===== src/rtl/btn_arb_pkg.sv =====
`default_nettype none
// ---------------------------------------------------------------------------
// btn_arb_pkg : shared state encoding and width helpers for the button arbiter
// Revision    : 1.0
// ---------------------------------------------------------------------------
package btn_arb_pkg;

  typedef enum logic [1:0] {
    IDLE  = 2'd0,
    ISSUE = 2'd1,
    GAP   = 2'd2
  } state_t;

  localparam int GAP_CNT_W = 8;

  function automatic int clog2(input int v);
    int r;
    r = 0;
    for (int i = 0; i < 31; i++) begin
      if ((1 << i) < v) r = i + 1;
    end
    return r;
  endfunction

  // cmd_id needs at least one bit even for degenerate counts
  function automatic int idw_of(input int n);
    return (clog2(n) < 1) ? 1 : clog2(n);
  endfunction

endpackage
`default_nettype wire


===== src/rtl/rr_pick.sv =====
`default_nettype none
// ---------------------------------------------------------------------------
// rr_pick : combinational round-robin picker, first set req at or after ptr
// Revision: 1.0
// ---------------------------------------------------------------------------
module rr_pick
  import btn_arb_pkg::*;
#(
  parameter  int NUM_BTN = 4,
  localparam int IDW     = idw_of(NUM_BTN)
) (
  input  logic [NUM_BTN-1:0] req,
  input  logic [IDW-1:0]     ptr,
  output logic [IDW-1:0]     gnt_id,
  output logic               any
);

  localparam int IDX_W = IDW + 1;

  logic [IDX_W-1:0] idx;

  // Scan from the far end so the candidate closest to ptr is assigned last.
  always_comb begin
    gnt_id = '0;
    any    = 1'b0;
    idx    = '0;
    for (int k = NUM_BTN - 1; k >= 0; k--) begin
      idx = {1'b0, ptr} + IDX_W'(k);
      if (idx >= IDX_W'(NUM_BTN)) idx = idx - IDX_W'(NUM_BTN);
      if (req[idx[IDW-1:0]]) begin
        gnt_id = idx[IDW-1:0];
        any    = 1'b1;
      end
    end
  end

endmodule
`default_nettype wire


===== src/rtl/btn_event_arbiter.sv =====
`default_nettype none
// ---------------------------------------------------------------------------
// btn_event_arbiter : sticky per-button pending flags serialised round-robin
//                     onto a valid/ready command stream with an idle gap
// Revision          : 1.0
// ---------------------------------------------------------------------------
module btn_event_arbiter
  import btn_arb_pkg::*;
#(
  parameter  int NUM_BTN    = 4,
  parameter  int GAP_CYCLES = 4,
  localparam int IDW        = idw_of(NUM_BTN)
) (
  input  logic               clock,
  input  logic               reset,
  input  logic [NUM_BTN-1:0] btn_edge,
  output logic               cmd_valid,
  output logic [IDW-1:0]     cmd_id,
  input  logic               cmd_ready,
  output logic [NUM_BTN-1:0] pending,
  output logic               overflow
);

  state_t                 state_q, state_d;
  logic [NUM_BTN-1:0]     pending_q, pending_d;
  logic                   cmd_valid_q, cmd_valid_d;
  logic [IDW-1:0]         cmd_id_q, cmd_id_d;
  logic [IDW-1:0]         ptr_q, ptr_d;
  logic [GAP_CNT_W-1:0]   gap_q, gap_d;
  logic                   overflow_q, overflow_d;

  logic                   handshake;
  logic [NUM_BTN-1:0]     clr;
  logic [IDW-1:0]         pick_id;
  logic                   pick_any;

  rr_pick #(
    .NUM_BTN (NUM_BTN)
  ) u_pick (
    .req    (pending_q),
    .ptr    (ptr_q),
    .gnt_id (pick_id),
    .any    (pick_any)
  );

  assign handshake = cmd_valid_q && cmd_ready;

  // A fresh edge on the bit being cleared re-arms it rather than overflowing.
  always_comb begin
    clr = '0;
    for (int i = 0; i < NUM_BTN; i++) begin
      clr[i] = handshake && (cmd_id_q == IDW'(i));
    end
    pending_d  = (pending_q & ~clr) | btn_edge;
    overflow_d = |(btn_edge & pending_q & ~clr);
  end

  always_comb begin
    state_d     = state_q;
    cmd_valid_d = cmd_valid_q;
    cmd_id_d    = cmd_id_q;
    ptr_d       = ptr_q;
    gap_d       = gap_q;
    case (state_q)
      IDLE: begin
        if (pick_any) begin
          cmd_id_d    = pick_id;
          cmd_valid_d = 1'b1;
          state_d     = ISSUE;
        end
      end
      ISSUE: begin
        if (handshake) begin
          cmd_valid_d = 1'b0;
          ptr_d       = (cmd_id_q == IDW'(NUM_BTN - 1)) ? '0 : cmd_id_q + IDW'(1);
          if (GAP_CYCLES == 0) begin
            state_d = IDLE;
          end else begin
            gap_d   = GAP_CNT_W'(GAP_CYCLES);
            state_d = GAP;
          end
        end
      end
      GAP: begin
        gap_d = gap_q - GAP_CNT_W'(1);
        if (gap_q <= GAP_CNT_W'(1)) state_d = IDLE;
      end
      default: begin
        state_d     = IDLE;
        cmd_valid_d = 1'b0;
      end
    endcase
  end

  always_ff @(posedge clock) begin
    if (reset) begin
      state_q     <= IDLE;
      pending_q   <= '0;
      cmd_valid_q <= 1'b0;
      cmd_id_q    <= '0;
      ptr_q       <= '0;
      gap_q       <= '0;
      overflow_q  <= 1'b0;
    end else begin
      state_q     <= state_d;
      pending_q   <= pending_d;
      cmd_valid_q <= cmd_valid_d;
      cmd_id_q    <= cmd_id_d;
      ptr_q       <= ptr_d;
      gap_q       <= gap_d;
      overflow_q  <= overflow_d;
    end
  end

  assign cmd_valid = cmd_valid_q;
  assign cmd_id    = cmd_id_q;
  assign pending   = pending_q;
  assign overflow  = overflow_q;

endmodule
`default_nettype wire


===== config.mk =====
export PLATFORM = sky130hd
export DESIGN_NAME = btn_event_arbiter
export DESIGN_NICKNAME = d
export VERILOG_FILES = /design/src/rtl/btn_arb_pkg.sv /design/src/rtl/rr_pick.sv /design/src/rtl/btn_event_arbiter.sv
export SDC_FILE = /design/constraint.sdc
export NUM_CORES = 1
export LEC_CHECK = 0
export BUFFER_PORTS_ARGS = -buffer_cell sky130_fd_sc_hd__buf_4
export CAP_MARGIN = 20
export CORE_ASPECT_RATIO = 1.2
export CORE_MARGIN = 10
export CORE_UTILIZATION = 25
export DETAILED_ROUTE_END_ITERATION = 6
export GPL_ROUTABILITY_DRIVEN = 0
export PLACE_DENSITY = 0.43
export SLEW_MARGIN = 20
export SYNTH_ARGS = -nofsm -noshare
export SYNTH_HDL_FRONTEND = slang
export SYNTH_HIERARCHICAL = 1
export SYNTH_SLANG_ARGS = --single-unit

===== constraint.sdc =====
create_clock -name clock -period 1.7 [get_ports clock]
set_input_delay 0.34 -clock clock [delete_from_list [all_inputs] [get_ports clock]]
set_output_delay 0.34 -clock clock [all_outputs]
set_load 0.01 [all_outputs]

==> results of run 1 <==
==> repair_timing <==
item / CTS / global route
setup buffers: 0 / 0
gates resized for setup: 0 / 3
endpoints found under the setup margin: 0 / 1
==> cells in the mapped netlist <==
cell type   n  area (sq um)
buf_6       1          11.3
or3b_4      1          11.3
nand4b_1    1          8.76
o21ai_0     3          15.0
a211oi_2    1          12.5
o2111ai_1   2          17.5
nor3b_1     3          22.5
a21oi_1    11          55.1
or2b_1      1          7.51
nand2b_1    2          12.5
nor3_1      2          10.0
ha_1        6          75.1
a32oi_1     1          8.76
a211oi_1    1          7.51
o211ai_1    1          7.51
or2_2       3          18.8
a31oi_1     3          18.8
nor2b_1     1          6.26
or3_1       3          18.8
nand3_1     9          45.0
or4bb_1     1          11.3
or4_1       2          15.0
and2_1      1          6.26
mux2i_1     5          50.1
buf_1       1          3.75
inv_1       6          22.5
nand2_1     4          15.0
clkbuf_1    2          7.51
o311ai_0    1          8.76
dfxtp_1    20           400
o41ai_1     3          26.3
nor2_1     14          52.6
==> routing by layer <==
layer | track usage, % | wire length (microns) | vias up
met5 | 0 | 0 | -
met4 | 2.94 | 8 | 0
met3 | 2.49 | 122 | 2
met2 | 13.3 | 1270 | 11
met1 | 7.43 | 1030 | 420
li1 | - | - | 457
==> layout make-up <==
class / instances / share of cell area (%)
Tap cell: 54 / 5.35
Inverter: 6 / 1.78
Clock buffer: 4 / 4.36
Timing Repair Buffer: 18 / 10.7
Sequential cell: 20 / 31.7
Multi-Input combinational cell: 86 / 46.1
==> metrics by stage <==
| stage | setup slack, ns | instances | total power [mW] | instance area [sq um] | hold slack, ns |
|---|---|---|---|---|---|
| after floorplan | 0.197 | 116 | 0.635 | 1010 | 0.437 |
| after global placement | 0.169 | 184 | 0.707 | 1190 | 0.469 |
| after detailed placement | 0.0700 | 184 | 0.712 | 1190 | 0.487 |
| after CTS | 0.0519 | 188 | 1.08 | 1240 | 0.292 |
| after global routing | 0.00318 | 188 | 1.13 | 1260 | 0.312 |
| final | 0.0972 | 188 | 1.06 | 1260 | 0.293 |
==> cells by family after synthesis <==
| logic type | after synthesis |
|---|---|
| flip-flops | 20 |
| adder cells (fa/ha/maj) | 6 |
| multiplexers | 5 |
| buffers and inverters | 10 |
| AO/OA/AOI/OAI | 27 |
| AND/OR/NAND/NOR | 48 |
==> tightest hold or removal path, cell delays in order <==
cell     delay (ns)
buf_4          0.08
a21oi_1        0.03
nor2_1         0.06
==> final timing paths <==
kind	startpoint	end	slack (ns)	depth (start not counted)
hold / removal	btn_edge[0]	pending[0]	0.29	3
setup / recovery	gap_q[0]	gap_q[6]	0.1	5
setup reg to reg	gap_q[0]	gap_q[6]	0.1	5
hold reg to reg	gap_q[7]	gap_q[7]	0.50	2
==> state kept, by name (all words and copies together), names as in the netlist <==
signal	count
cmd_id	2
gap_q	8
pending	4
ptr_q	2
state_q	2
cmd_valid	1
overflow	1
==> power by group through the flow <==
stage,Combinational [mW],Sequential [mW],Clock [mW]
after floorplan,0.0951,0.539,0
after global placement,0.168,0.540,0
after detailed placement,0.170,0.541,0
after CTS,0.171,0.530,0.377
after global routing,0.191,0.535,0.400
final,0.170,0.530,0.360
==> summary.md, run 1 <==
| Metric | Value |
|---|---|
| Status | complete, no violations |
| Skew-Pair Late Insertion Delay | 0.25 ns |
| Grt total ovfl | 0 |
| Crit end category | flip-flop |
| Area grow syn2layout | 25.0% |
| Slew Limit Fails | 0 |
| Global-route wire length before repair | 4160 microns |
| Compound-cell area share of the yosys netlist | 17.6% |
| Cells after Synth | 116 |
| RSZ-0062 raised after global routing | false |
| Flop pwr share | 50.0% |
| Final antenna diode count | 0 |
| Post-synthesis adder-cell area fraction | 7.43% |
| Worst-Margin Slew | 0.304 ns |
| Synthesized area | 1010 sq um |
| Vias in the first global route | 941 |
| Drt via density | 4.73 |
| Tot GR Track Use | 7.23% |
| CP arrival | 1.74 ns |
| Crit path largest cell delay | 0.58 ns |
| Nets@finish | 148 |
| HPWL after DPL | 1870 microns |
| Sw frac | 25.9% |
| Clock buffer depth | 2 |
| Cell variety after synth | 32 |
| Lkg Pwr | 0.512 nW |
| Die Span X | 78.0 microns |
| Initial Utilization | 25.8% |
| Num CTS Buffers | 3 |
| Max_slew headroom | 79.5% |
| Synth Area in Simple Gates | 25.9% |
| Drt wl/cell | 12.9 microns |
| Req. time, crit path | 1.84 ns |
| Clk pwr share | 34.0% |
| CP max stage cell | or4bb_4 |
| Critical path's top delay family | simple AND/OR/NAND/NOR gates |
| Fin Setup TNS | 0 ns |
| Worst Path Max Fanout | 5 |
| Drt drc | 0 |
| Worst Path Buf+Inv | 1 |
| Mean post-synth cell area | 8.70 sq um |
| Psw | 0.274 mW |
| Crit path time final | 1.60 ns |
| Cell Chain, Critical Path | inv_1 > ha_1 > or4bb_4 > o2111ai_2 > o41ai_2 |
| Post-synthesis xor/xnor area fraction | 0% |
| Largest net degree at the start of global routing | 22 |
| # port buffers | 14 |
| CTS tree | done |
| Multi-input logic area | 582 sq um |
| DIE AREA | 6990 sq um |
| Root Buffer | clkbuf_8 |
| Fmax | 624 MHz |
| Core Region | 3910 sq um |
| Post-synthesis mux area share | 4.96% |
| Initial antenna violation count | 0 |
| Via count | 890 |
| Clock Sinks | 20 |
| Routed Antenna Nets | 0 |
| Clock-pin slew on the worst setup and hold paths | 0.08 ns |
| Initial DRC count | 30 |
| Floorplan row count | 25 |
| Worst hold path class | input pin to flip-flop |
| Total of max-cap violations | 0 |
| FILL cells | 429 |
| Skew final | 0.00454 ns |
| Post-Route WL | 2430 microns |
| # IOs | 15 |
| Sequential fraction of the synthesis area | 39.7% |
| Die span in y | 89.6 microns |
| Final setup fails | 0 |
| Most frequent cells in the layout | dfxtp_1 (20), buf_4 (18), nor2_1 (14) |
| Yosys reg bits | 20 |
| # H-tree levels | 1 |
| Logic pwr share | 16.0% |
| Fin util | 32.3% |
| Yosys warns | 6 |
| CP Launch Type | flip-flop |
| Share of post-route cells with drive strength above 1 | 22.4% |
| Most common library cell in the layout ignoring fill and taps | dfxtp_1 |
| Reg area | 400 sq um |
| Max IR drop VDD | 0.000263 V |
| Final hold viol count | 0 |
| Hold_buf cts | 0 |
| 1st-pass router iterations | 3 |
| Largest family of logic cells by synthesized area | simple AND/OR/NAND/NOR gates |
| Power Dens Cells | 839 nW/um^2 |
| WS Path Type | flip-flop to flip-flop |
| Mapped Nets | 129 |
| Fin crit share | 94.3% |
| Pint | 0.785 mW |
Note: power is estimated with default switching activity, not from simulation.
==> inputs of run 2 (changes only) <==
CORE_UTILIZATION = 49   (was 25)
PLACE_DENSITY = 0.75   (was 0.43)
clock period = 1.34 ns   (was 1.7 ns; I/O delays follow)
==> run 2 against run 1 <==
Compared with the run above:
- the flow now finishes with violations (setup timing)
- clock skew grew 0.0070 ns
- utilization is 40 points higher
- worst setup slack got worse by 0.19 ns
- cell count decreased by 12%
- sequential power up 25%
- cell area grew 8.8%
- die area fell by 39%
- first-iteration DRC count is 27% lower
- sequential cell count unchanged
- via count is 6.2% higher
- clock-buffer cell count shrank 1
- critical endpoint unchanged
- largest cell class unchanged
- largest power group unchanged
- highest routed layer unchanged
==> summary.md, run 2 (synthesized netlist as in run 1, its figures left out) <==
| Metric | Value |
|---|---|
| FILL cells | 161 |
| Req. time, crit path | 1.54 ns |
| Hold_buf cts | 0 |
| Crit end category | flip-flop |
| Global-route wire length before repair | 4160 microns |
| Nets@finish | 161 |
| Clock-pin slew on the worst setup and hold paths | 0.12 ns |
| Failing checks | setup timing |
| Slew Limit Fails | 0 |
| Share of post-route cells with drive strength above 1 | 39.5% |
| Power Dens Cells | 1040 nW/um^2 |
| Setup WS post-layout | -0.0977 ns |
| Vias in the first global route | 974 |
| Clock buffer depth | 2 |
| Worst-Margin Slew | 0.299 ns |
| Floorplan row count | 17 |
| Initial antenna violation count | 0 |
| Clock Sinks | 20 |
| Tot GR Track Use | 12.0% |
| HPWL after DPL | 1890 microns |
| M3 GR Usage | 2.74% |
| Via count | 945 |
| Drt via density | 5.69 |
| Die Span X | 61.4 microns |
| Final hold viol count | 0 |
| Initial DRC count | 22 |
| Fin util | 72.6% |
| Worst Path Max Fanout | 5 |
| RSZ-0062 raised after global routing | true |
| Max IR drop VDD | 0.000707 V |
| Most common library cell in the layout ignoring fill and taps | buf_4 |
| Initial Utilization | 53.3% |
| Total of max-cap violations | 0 |
| Skew-Pair Late Insertion Delay | 0.30 ns |
| Routed Antenna Nets | 0 |
| Biggest register | gap_q |
| Crit path time final | 1.44 ns |
| Gr busiest metal | met2 |
| Most frequent cells in the layout | buf_4 (31), nor2_1 (14), dfxtp_1 (13) |
| Skew final | 0.0116 ns |
| Drt drc | 0 |
| Root Buffer | clkbuf_4 |
| Worst hold path class | input pin to flip-flop |
| Status | finished with violations |
| WS Path Type | flip-flop to flip-flop |
| Max reg flops | 8 |
| 1st-pass router iterations | 4 |
| CP Launch Type | flip-flop |
| Fin crit share | 107% |
| # H-tree levels | 1 |
| DIE AREA | 4280 sq um |
| # IOs | 15 |
| Fmax | 696 MHz |
| Post-Route WL | 2490 microns |
| Num CTS Buffers | 3 |
| Final instance area | 1370 sq um |
| Area grow syn2layout | 36.1% |
| Total Power | 1.43 mW |
| Lkg Pwr | 0.592 nW |
| Largest net degree at the start of global routing | 22 |
| Die span in y | 69.7 microns |
| Final antenna diode count | 0 |
| Final setup fails | 4 |
| Met2 Track Usage GR | 21.1% |
| Grt total ovfl | 0 |
| Core Region | 1890 sq um |
| CP arrival | 1.64 ns |
| Met1 usage | 12.9% |
| Placed cell area | 1290 sq um |
| Fin Setup TNS | -0.294 ns |
| CTS tree | done |
| Max_slew headroom | 79.8% |
| Drt wl/cell | 15.0 microns |
| # port buffers | 14 |
run 2: final timing paths:
check | cells past startpoint | from | slack [ns] | end
min reg2reg | 1 | gap_q[4] | 0.51 | gap_q[4]
min | 3 | btn_edge[0] | 0.16 | pending[0]
max reg2reg | 5 | gap_q[1] | -0.1 | gap_q[6]
max | 5 | gap_q[1] | -0.1 | gap_q[6]
run 2: critical path: stages (launching register included):
cell and delay (ns):
dfxtp_2 0.35, inv_2 0.08, ha_4 0.13, or4bb_4 0.50
o2111ai_2 0.20, o41ai_2 0.10
run 2: per-layer routing:
metal  vias to the layer above  part of all wire [%]
met5                         -                     0
met3                         4                   3.0
li1                        485                     -
met1                       443                    41
met2                        13                    55
met4                         0                   1.2
run 2: power by group:
group | total [mW] | switching [mW] | internal, mW
Clock | 0.492 | 0.190 | 0.302
Combinational | 0.273 | 0.134 | 0.139
Sequential | 0.660 | 0.0312 | 0.629
Total | 1.43 | 0.355 | 1.07
run 2: repair_timing:
| item | CTS | global route |
|---|---|---|
| resized for setup | 5 | 6 |
| pin swaps | 0 | 4 |
| buffers inserted | 0 | 1 |
| endpoints found under the setup margin | 5 | 6 |
run 2: area by class of cell:
cell class / instances / area [sq um] / area share (%)
clock buffer: 3 / 22.5 / 1.64
inverter: 6 / 22.5 / 1.64
timing repair buffer: 31 / 233 / 16.9
clock inverter: 1 / 30.0 / 2.19
tap: 19 / 23.8 / 1.73
multi-input combinational: 86 / 631 / 45.9
sequential: 20 / 412 / 30.0
run 2: per-stage QoR:
step / worst slack [ns] / cells / hold WS (ns)
after floorplan: -0.0469 / 116 / 0.385
after global placement: -0.0504 / 161 / 0.483
after detailed placement: -0.100 / 161 / 0.489
after CTS: -0.103 / 165 / 0.161
after global routing: -0.143 / 166 / 0.180
final: -0.0977 / 166 / 0.165
